**config.mk**
```make
export PLATFORM = sky130hd
export DESIGN_NAME = rf_bank_read_scheduler
export DESIGN_NICKNAME = d
export VERILOG_FILES = /design/src/rtl/rf_bank_read_scheduler_pkg.sv /design/src/rtl/rf_bank_read_scheduler_arb.sv /design/src/rtl/rf_bank_read_scheduler.sv
export SDC_FILE = /design/constraint.sdc
export NUM_CORES = 1
export LEC_CHECK = 0
export CAP_MARGIN = 40
export CORE_MARGIN = 2
export CORE_UTILIZATION = 30
export DETAILED_ROUTE_END_ITERATION = 10
export PLACE_DENSITY_LB_ADDON = 0.25
export SLEW_MARGIN = 10
export SYNTH_ARGS = -nofsm -noshare
export SYNTH_HDL_FRONTEND = slang
export SYNTH_HIERARCHICAL = 1
export SYNTH_SLANG_ARGS = --single-unit
```
**constraint.sdc**
```tcl
create_clock -name clk -period 9.9 [get_ports clk]
set_clock_uncertainty 0.15 [all_clocks]
set_input_delay 1.98 -clock clk [delete_from_list [all_inputs] [get_ports clk]]
set_output_delay 1.98 -clock clk [all_outputs]
set_load 0.02 [all_outputs]
```
**src/rtl/rf_bank_read_scheduler_pkg.sv**
```systemverilog
// Shared types for the banked register-file read path.
// Index/vector widths and the bank read latency live here.
package rf_bank_read_scheduler_pkg;

  localparam int GREG_IDX_W     = 8;
  localparam int VEC_W          = 32;
  localparam int RF_BANK_RD_LAT = 1;
  localparam int DEF_BANKS      = 4;

  typedef logic [GREG_IDX_W-1:0] GRegIdx_t;
  typedef logic [VEC_W-1:0]      Vector_t;
  typedef logic [GREG_IDX_W-$clog2(DEF_BANKS)-1:0] BankRow_t;

endpackage

```
**src/rtl/rf_bank_read_scheduler_arb.sv**
```systemverilog
// Per-bank round-robin arbiter with its own last-grant pointer.
// Priority starts one past the last winner; busy banks grant nobody.
module rr_bank_arbiter #(
  parameter  int NumReq = 4,
  localparam int IdW    = $clog2(NumReq)
) (
  input  logic              clk,
  input  logic              rstn,
  input  logic [NumReq-1:0] req_i,
  input  logic              en_i,
  output logic [NumReq-1:0] gnt_o,
  output logic [IdW-1:0]    gntId_o
);

  logic [IdW-1:0] ptr_q;
  logic [IdW-1:0] ptr_d;
  logic [IdW-1:0] cand;
  logic           found;

  always_comb begin
    gnt_o   = '0;
    gntId_o = '0;
    found   = 1'b0;
    cand    = '0;
    for (int i = 1; i <= NumReq; i++) begin
      cand = IdW'((int'(ptr_q) + i) % NumReq);
      if (!found && en_i && req_i[cand]) begin
        found       = 1'b1;
        gnt_o[cand] = 1'b1;
        gntId_o     = cand;
      end
    end
  end

  assign ptr_d = found ? gntId_o : ptr_q;

  always_ff @(posedge clk) begin
    if (!rstn) ptr_q <= IdW'(NumReq - 1);
    else       ptr_q <= ptr_d;
  end

endmodule

```
**src/rtl/rf_bank_read_scheduler.sv**
```systemverilog
// Schedules collector reads onto single-port RF banks and routes
// bank data back to the winning collector three cycles after grant.
module rf_bank_read_scheduler
  import rf_bank_read_scheduler_pkg::*;
#(
  parameter  int NumReq   = 4,
  parameter  int NumBanks = 4,
  parameter  int RegIdxW  = GREG_IDX_W,
  localparam int BankW    = $clog2(NumBanks),
  localparam int RowW     = RegIdxW - BankW,
  localparam int IdW      = $clog2(NumReq)
) (
  input  logic                        clk,
  input  logic                        rstn,
  input  logic [NumReq-1:0]           reqValid,
  input  logic [NumReq*RegIdxW-1:0]   reqIdx,
  output logic [NumReq-1:0]           reqReady,
  input  logic [NumBanks-1:0]         bankBusy,
  output logic [NumBanks-1:0]         bankRdEn,
  output logic [NumBanks*RowW-1:0]    bankRdAddr,
  input  logic [NumBanks*VEC_W-1:0]   bankRdData,
  output logic [NumReq-1:0]           rspValid,
  output logic [NumReq*RegIdxW-1:0]   rspIdx,
  output logic [NumReq*VEC_W-1:0]     rspData
);

  logic [RegIdxW-1:0] idx [NumReq];
  logic [BankW-1:0]   bnk [NumReq];

  logic [NumReq-1:0]  bReq [NumBanks];
  logic [NumReq-1:0]  bGnt [NumBanks];
  logic [IdW-1:0]     bId  [NumBanks];

  logic [NumBanks-1:0] s1Vld_q, s2Vld_q;
  logic [IdW-1:0]      s1Own_q [NumBanks];
  logic [IdW-1:0]      s2Own_q [NumBanks];
  logic [RegIdxW-1:0]  s1Idx_q [NumBanks];
  logic [RegIdxW-1:0]  s2Idx_q [NumBanks];

  logic [NumReq-1:0]   hit;
  logic [RegIdxW-1:0]  iSel [NumReq];
  Vector_t             dSel [NumReq];

  logic [NumReq-1:0]   rspValid_q;
  logic [RegIdxW-1:0]  rspIdx_q  [NumReq];
  Vector_t             rspData_q [NumReq];

  for (genvar r = 0; r < NumReq; r++) begin : gReq
    assign idx[r] = reqIdx[r*RegIdxW +: RegIdxW];
    assign bnk[r] = idx[r][BankW-1:0];
    assign rspIdx[r*RegIdxW +: RegIdxW] = rspIdx_q[r];
    assign rspData[r*VEC_W +: VEC_W]    = rspData_q[r];
  end

  always_comb begin
    for (int b = 0; b < NumBanks; b++) begin
      for (int r = 0; r < NumReq; r++) begin
        bReq[b][r] = reqValid[r] && (bnk[r] == BankW'(b));
      end
    end
  end

  // Gating with rstn keeps reqReady low and pointers frozen in reset.
  for (genvar b = 0; b < NumBanks; b++) begin : gBank
    rr_bank_arbiter #(.NumReq(NumReq)) u_arb (
      .clk     (clk),
      .rstn    (rstn),
      .req_i   (bReq[b]),
      .en_i    (rstn && !bankBusy[b]),
      .gnt_o   (bGnt[b]),
      .gntId_o (bId[b])
    );
    assign bankRdAddr[b*RowW +: RowW] = s1Idx_q[b][RegIdxW-1:BankW];
  end

  always_comb begin
    reqReady = '0;
    for (int b = 0; b < NumBanks; b++) reqReady |= bGnt[b];
  end

  always_ff @(posedge clk) begin
    if (!rstn) begin
      s1Vld_q <= '0;
      s2Vld_q <= '0;
    end else begin
      for (int b = 0; b < NumBanks; b++) s1Vld_q[b] <= |bGnt[b];
      s2Vld_q <= s1Vld_q;
    end
  end

  always_ff @(posedge clk) begin
    for (int b = 0; b < NumBanks; b++) begin
      s1Own_q[b] <= bId[b];
      s1Idx_q[b] <= idx[bId[b]];
      s2Own_q[b] <= s1Own_q[b];
      s2Idx_q[b] <= s1Idx_q[b];
    end
  end

  assign bankRdEn = s1Vld_q;

  // Each collector owns at most one in-flight bank slot per cycle.
  always_comb begin
    for (int r = 0; r < NumReq; r++) begin
      hit[r]  = 1'b0;
      iSel[r] = '0;
      dSel[r] = '0;
      for (int b = 0; b < NumBanks; b++) begin
        if (s2Vld_q[b] && s2Own_q[b] == IdW'(r)) begin
          hit[r]  = 1'b1;
          iSel[r] = s2Idx_q[b];
          dSel[r] = bankRdData[b*VEC_W +: VEC_W];
        end
      end
    end
  end

  always_ff @(posedge clk) begin
    if (!rstn) rspValid_q <= '0;
    else       rspValid_q <= hit;
  end

  always_ff @(posedge clk) begin
    for (int r = 0; r < NumReq; r++) begin
      if (hit[r]) begin
        rspIdx_q[r]  <= iSel[r];
        rspData_q[r] <= dSel[r];
      end
    end
  end

  assign rspValid = rspValid_q;

endmodule

```
# Word-level counts from Yosys, hierarchy flattened
# Memory sizes are Yosys's and may differ from the RTL's.
# Index checks and enable logic that the tools add are counted.
[word_totals] ff_bits=20 memories=6 elab_cells=396 output_inout_bits=196 ram_bits=240
[memory_table] name="rspData_q" words=4 width=32 read_ports=4 rd_ports_with_merged_regs=0 wr=4 line_no="rf_bank_read_scheduler.sv:46" text="Vector_t rspData_q [NumReq];"
[memory_table] name="rspIdx_q" words=4 width=8 read_ports=4 rd_ports_with_merged_regs=0 wr=4 line_no="rf_bank_read_scheduler.sv:45" text="logic [RegIdxW-1:0] rspIdx_q [NumReq];"
[memory_table] name="s1Idx_q" words=4 width=8 read_ports=4 rd_ports_with_merged_regs=0 wr=4 line_no="rf_bank_read_scheduler.sv:37" text="logic [RegIdxW-1:0] s1Idx_q [NumBanks];"
[memory_table] name="s2Idx_q" words=4 width=8 read_ports=4 rd_ports_with_merged_regs=0 wr=4 line_no="rf_bank_read_scheduler.sv:38" text="logic [RegIdxW-1:0] s2Idx_q [NumBanks];"
[memory_table] name="s1Own_q" words=4 width=2 read_ports=4 rd_ports_with_merged_regs=0 wr=4 line_no="rf_bank_read_scheduler.sv:35" text="logic [IdW-1:0] s1Own_q [NumBanks];"
[memory_table] name="s2Own_q" words=4 width=2 read_ports=4 rd_ports_with_merged_regs=0 wr=4 line_no="rf_bank_read_scheduler.sv:36" text="logic [IdW-1:0] s2Own_q [NumBanks];"
[op_classes] n_lt_le_gt_ge=36 eq_ne=24 n_reduce_logical=108 bitwise_logic=19 mux=180 n_addsub=16
[ops] cell="$mux 32" count=16
[ops] cell="$mux 8" count=24
[ops] cell="$logic_and 1x1->1" count=80
[ops] cell="$mux 1" count=72
[ops] cell="$bmux 8 s2" count=4
[ops] cell="$mux 4" count=16
[ops] cell="$or 4x4->4" count=15
[ops] cell="$lt 2x3->1 const B" count=16
[ops] cell="$bmux 1 s2" count=16
[ops] cell="$demux 1 s2" count=16
[ops] cell="$eq 2x2->1 const B" count=16
[ops] cell="$ge 2x1->1 const B" count=16
[ops] cell="$mux 2" count=16
[ops] cell="$add 2x1->2 const B" count=8
[ops] cell="$add 2x2->2 const B" count=8
[ops] cell="$eq 2x1->1 const B" count=8
[ops] cell="$logic_not 1->1" count=16
[ops] cell="$logic_not 2->1" count=8
[ops] cell="$reduce_or 4->1" count=4
[ops] cell="$ge 3x3->1 const B" count=4
[ops] cell="$not 2->3" count=4

# Depth between registers and ports, before layout
[logic_depth] depth_word=22 ltp_mapped=9 ltp_nobuf=7

# By module
# The synthesis kept the hierarchy.
[by_module_without_submodules] module="rf_bank_read_scheduler" area_each_um2=13980.9 seq_area_each_um2=6646.4 instances=1 cells_per_inst=1310
[by_module_without_submodules] module="rr_bank_arbiter" area_each_um2=570.5 seq_area_each_um2=40.0 instances=4 cells_per_inst=62

# Worst setup path after synthesis
# OpenSTA, ideal clock, no wires.
[synth_path] kind="input -> output" startpoint="input port reqIdx[17]" endpoint="output port reqReady[1]" required_ps=7770 path_buffers=1 setup_slack_ps=3794 t_arrival_ps=3976 cell_stages=7 path_cell_list="nor3b_1 -> mux4_2 -> buf_2 -> nand3b_1 -> a21oi_1 -> a221o_1 -> or4_1"
[synth_lines] element="start, declared" line_no="rf_bank_read_scheduler.sv:16" text="input logic [NumReq*RegIdxW-1:0] reqIdx,"
[synth_lines] element="end, declared" line_no="rf_bank_read_scheduler.sv:17" text="output logic [NumReq-1:0] reqReady,"

==> results.sh <==
export IMPL_status="finished clean"
export IMPL_rsz0062_at_grt="false"
export IMPL_post_cts_buffers=0
export IMPL_synth_cell_types=54
export IMPL_dr_total_vias=15580
export IMPL_power_w=0.002877
export IMPL_ir_drop_v=0.0001309
export IMPL_synth_fa_ha_area_share_pct=2.154
export IMPL_die_area_sq_um=56090
export IMPL_wl_per_cell_um=27.50
export IMPL_gr_total_overflow=0
export IMPL_max_cap_violations=0
export IMPL_power_switching_w=0.0007799
export IMPL_drt_pass1_iter_count=5
export IMPL_syn_nets=1756
export IMPL_r2r_cells=8
export IMPL_finalHoldViolCount=0
export IMPL_synth_seq_cells=260
export IMPL_ys_seq_area_share_pct=41.85
export IMPL_synth_top_family_by_area="compound AO/OA/AOI/OAI gates"
export IMPL_netlist_area_sq_um=16260
export IMPL_p_comb_share_pct=14.2
export IMPL_grt_start_max_net_pins=89
export IMPL_drc_errors=0
export IMPL_gp_congestion=0.8907
export IMPL_path_clk_slew_ps=60
export IMPL_setup_viol=0
export IMPL_p_seq_share_pct=43.7
export IMPL_synth_edf_count=160
export IMPL_synthCells=1558
export IMPL_placedInstanceArea_sq_um=20290
export IMPL_start_kind="input pin"
export IMPL_crit_required_ps=7770
export IMPL_grt_use_total_pct=23.55
export IMPL_synth_xor_area_share_pct=0
export IMPL_synth_mux_area_share_pct=7.109
export IMPL_min_path_type="flop to flop"
export IMPL_power_density_nw_per_um2=134.6
export IMPL_fmax_mhz=132.4
export IMPL_fin_area_sq_um=21380
export IMPL_grt_pass1_wl_um=100800
export IMPL_critical_path_class="input pin to primary output"
export IMPL_p_clk_share_pct=42.0
export IMPL_areaGrowthSynthToFinish_pct=31.45
export IMPL_cts_tree="yes"
export IMPL_cts_buffer_depth=3
export IMPL_crit_arrival_ps=5420
export IMPL_final_net_count=1993
export IMPL_fin_crit_ps=7553
export IMPL_syn_avg_cell_area_sq_um=10.44
export IMPL_cts_root_buf="clkbuf_16"
export IMPL_cts_buffers=31
export IMPL_avgViaCountPerCell=6.191
export IMPL_die_x_um=236.8
export IMPL_p_int_w=0.002097
export IMPL_multi_input_area_sq_um=8364
export IMPL_grt_pass1_vias=15280
export IMPL_synth_top_cell_area_share_pct=29.54
export IMPL_synthTopCellsByArea="edfxtp_1, dfxtp_1, a311oi_1"
export IMPL_htree_levels=1
export IMPL_endpoint_kind="primary output"
export IMPL_drt_iter0_markers=2227
export IMPL_regArea_sq_um=6818
export IMPL_portBuffers=365
export IMPL_synth_compound_area_share_pct=22.98
export IMPL_wl_um=69220
export IMPL_dp_hpwl_um=44260
export IMPL_yosys_warnings=6
export IMPL_switching_share_pct=27.11
export IMPL_slew_limit_headroom_pct=46.09
export IMPL_power_leakage_nw=7.336
export IMPL_holdPathStages=0
export IMPL_fill_cells=5113
export IMPL_io_pin_count=366
export IMPL_cts_resized=0
export IMPL_synth_simple_area_share_pct=18.76
export IMPL_die_height_um=236.8
export IMPL_core_area_sq_um=53710
export IMPL_antenna_found_initial=2
export IMPL_fin_crit_sh_pct=76.30
export IMPL_insertion_delay_ps=610
export IMPL_critical_path_max_fanout=13
export IMPL_synth_top_cell_by_area="edfxtp_1"
export IMPL_synthArstFlopShare_pct=0
export IMPL_cts_sinks=260
export IMPL_start_util_pct=30.28
export IMPL_ant_nets=0
export IMPL_ys_dominant_reg_cell="edfxtp_1"
export IMPL_final_layout_size_suffix_gt1_share_pct=11.32
export IMPL_setup_tns_ps=0
export IMPL_num_rows=85
export IMPL_postCtsHoldBufs=0
export IMPL_worst_slew_pin_slew_ps=808.6
export IMPL_slew_violations=0
==> metal layers <==
metal | vias up | track usage (%) | part of all wire, %
li1 | 6715 | - | -
met1 | 7659 | 31.24 | 42
met2 | 999 | 37.63 | 46
met3 | 208 | 4.896 | 9.1
met4 | 2 | 9.187 | 3.7
met5 | - | 0 | 0.019
==> critical path: stages <==
cell and delay (ps):
clkdlybuf4s50_1 530, nor3b_1 570, mux4_2 530, nor3_2 90
o21a_2 160, a221o_1 360, or4_1 600, clkdlybuf4s50_1 580
==> flip-flops by register name (all words and copies together), names as in the netlist <==
name               flops
rspIdx_q              32
s1Own_q                8
s2Idx_q               32
gBank.u_arb/ptr_q      8
bankRdEn               4
rspData_q            128
s1Idx_q               32
rspValid               4
s2Vld_q                4
s2Own_q                8
==> final cells by class <==
type,count,share of cell area [%]
multi-input cells,1074,39.13
diodes,1,0.01171
repair buffers,408,19.21
flip-flops and latches,260,31.89
inverters,20,0.6087
clock buffers,41,4.202
well taps,696,4.074
clock inverters,17,0.8779
==> placed cells by master (no fill, tap or decap), drive strengths merged, types with 41 or more instances in the layout <==
cell and count:
buf 43, a311oi 160, nand2 155, dfxtp 100, clkdlybuf4s50 365, clkbuf 41, and4b 80, edfxtp 160
mux4 44, o21ai 288
==> power groups by stage <==
stage | logic [W] | registers (W) | clock network (W)
2_1_floorplan | 0.000200 | 0.00127 | 0
6_report | 0.000410 | 0.00126 | 0.00121
3_5_place_dp | 0.000404 | 0.00128 | 0
3_3_place_gp | 0.000398 | 0.00128 | 0
5_1_grt | 0.000430 | 0.00126 | 0.00128
4_1_cts | 0.000406 | 0.00126 | 0.00124
==> metrics by stage <==
step	std cells	setup WS, ps	hold WS (ps)	util (%)
floorplan	1558	3794	159.6	-
global placement	2446	2505	160.1	37.37
detailed placement	2458	2402	161.8	37.78
CTS	2516	2388	157.1	39.80
global route	2517	2169	165.8	39.80
finish	2517	2347	153.7	39.80
==> cells by family (layout without fill, tap and decap cells) <==
kind of cell	Yosys count	after routing
muxes	60	60
and+or+nand+nor	433	433
buffers and inverters	224	486
other	0	1
AOI/OAI and AO/OA	553	553
DFF	260	260
adders and majority gates	28	28
==> Yosys cell counts, types with 10 or more instances <==
master,instances
ha_1,28
o2bb2ai_1,40
buf_4,30
a21oi_1,20
inv_1,16
nor2_1,10
nand2_1,155
buf_2,43
and4_1,40
o21ai_1,124
buf_6,13
o21ai_0,164
clkbuf_1,110
dfxtp_1,100
nand3b_1,21
nor4bb_1,32
and4b_1,80
mux2i_1,12
edfxtp_1,160
a311oi_1,160
a221o_1,16
mux4_2,44
==> final timing paths <==
path                                 from            end  slack (ps)
setup reg to reg  gBank[0].u_arb/ptr_q[0]  s1Idx_q[0][1]        6110
setup / recovery               reqIdx[17]    reqReady[2]        2350
hold / removal              s1Own_q[1][1]  s2Own_q[1][1]         150
hold reg to reg             s1Own_q[1][1]  s2Own_q[1][1]         150
Note: power is estimated with default switching activity, not from simulation.
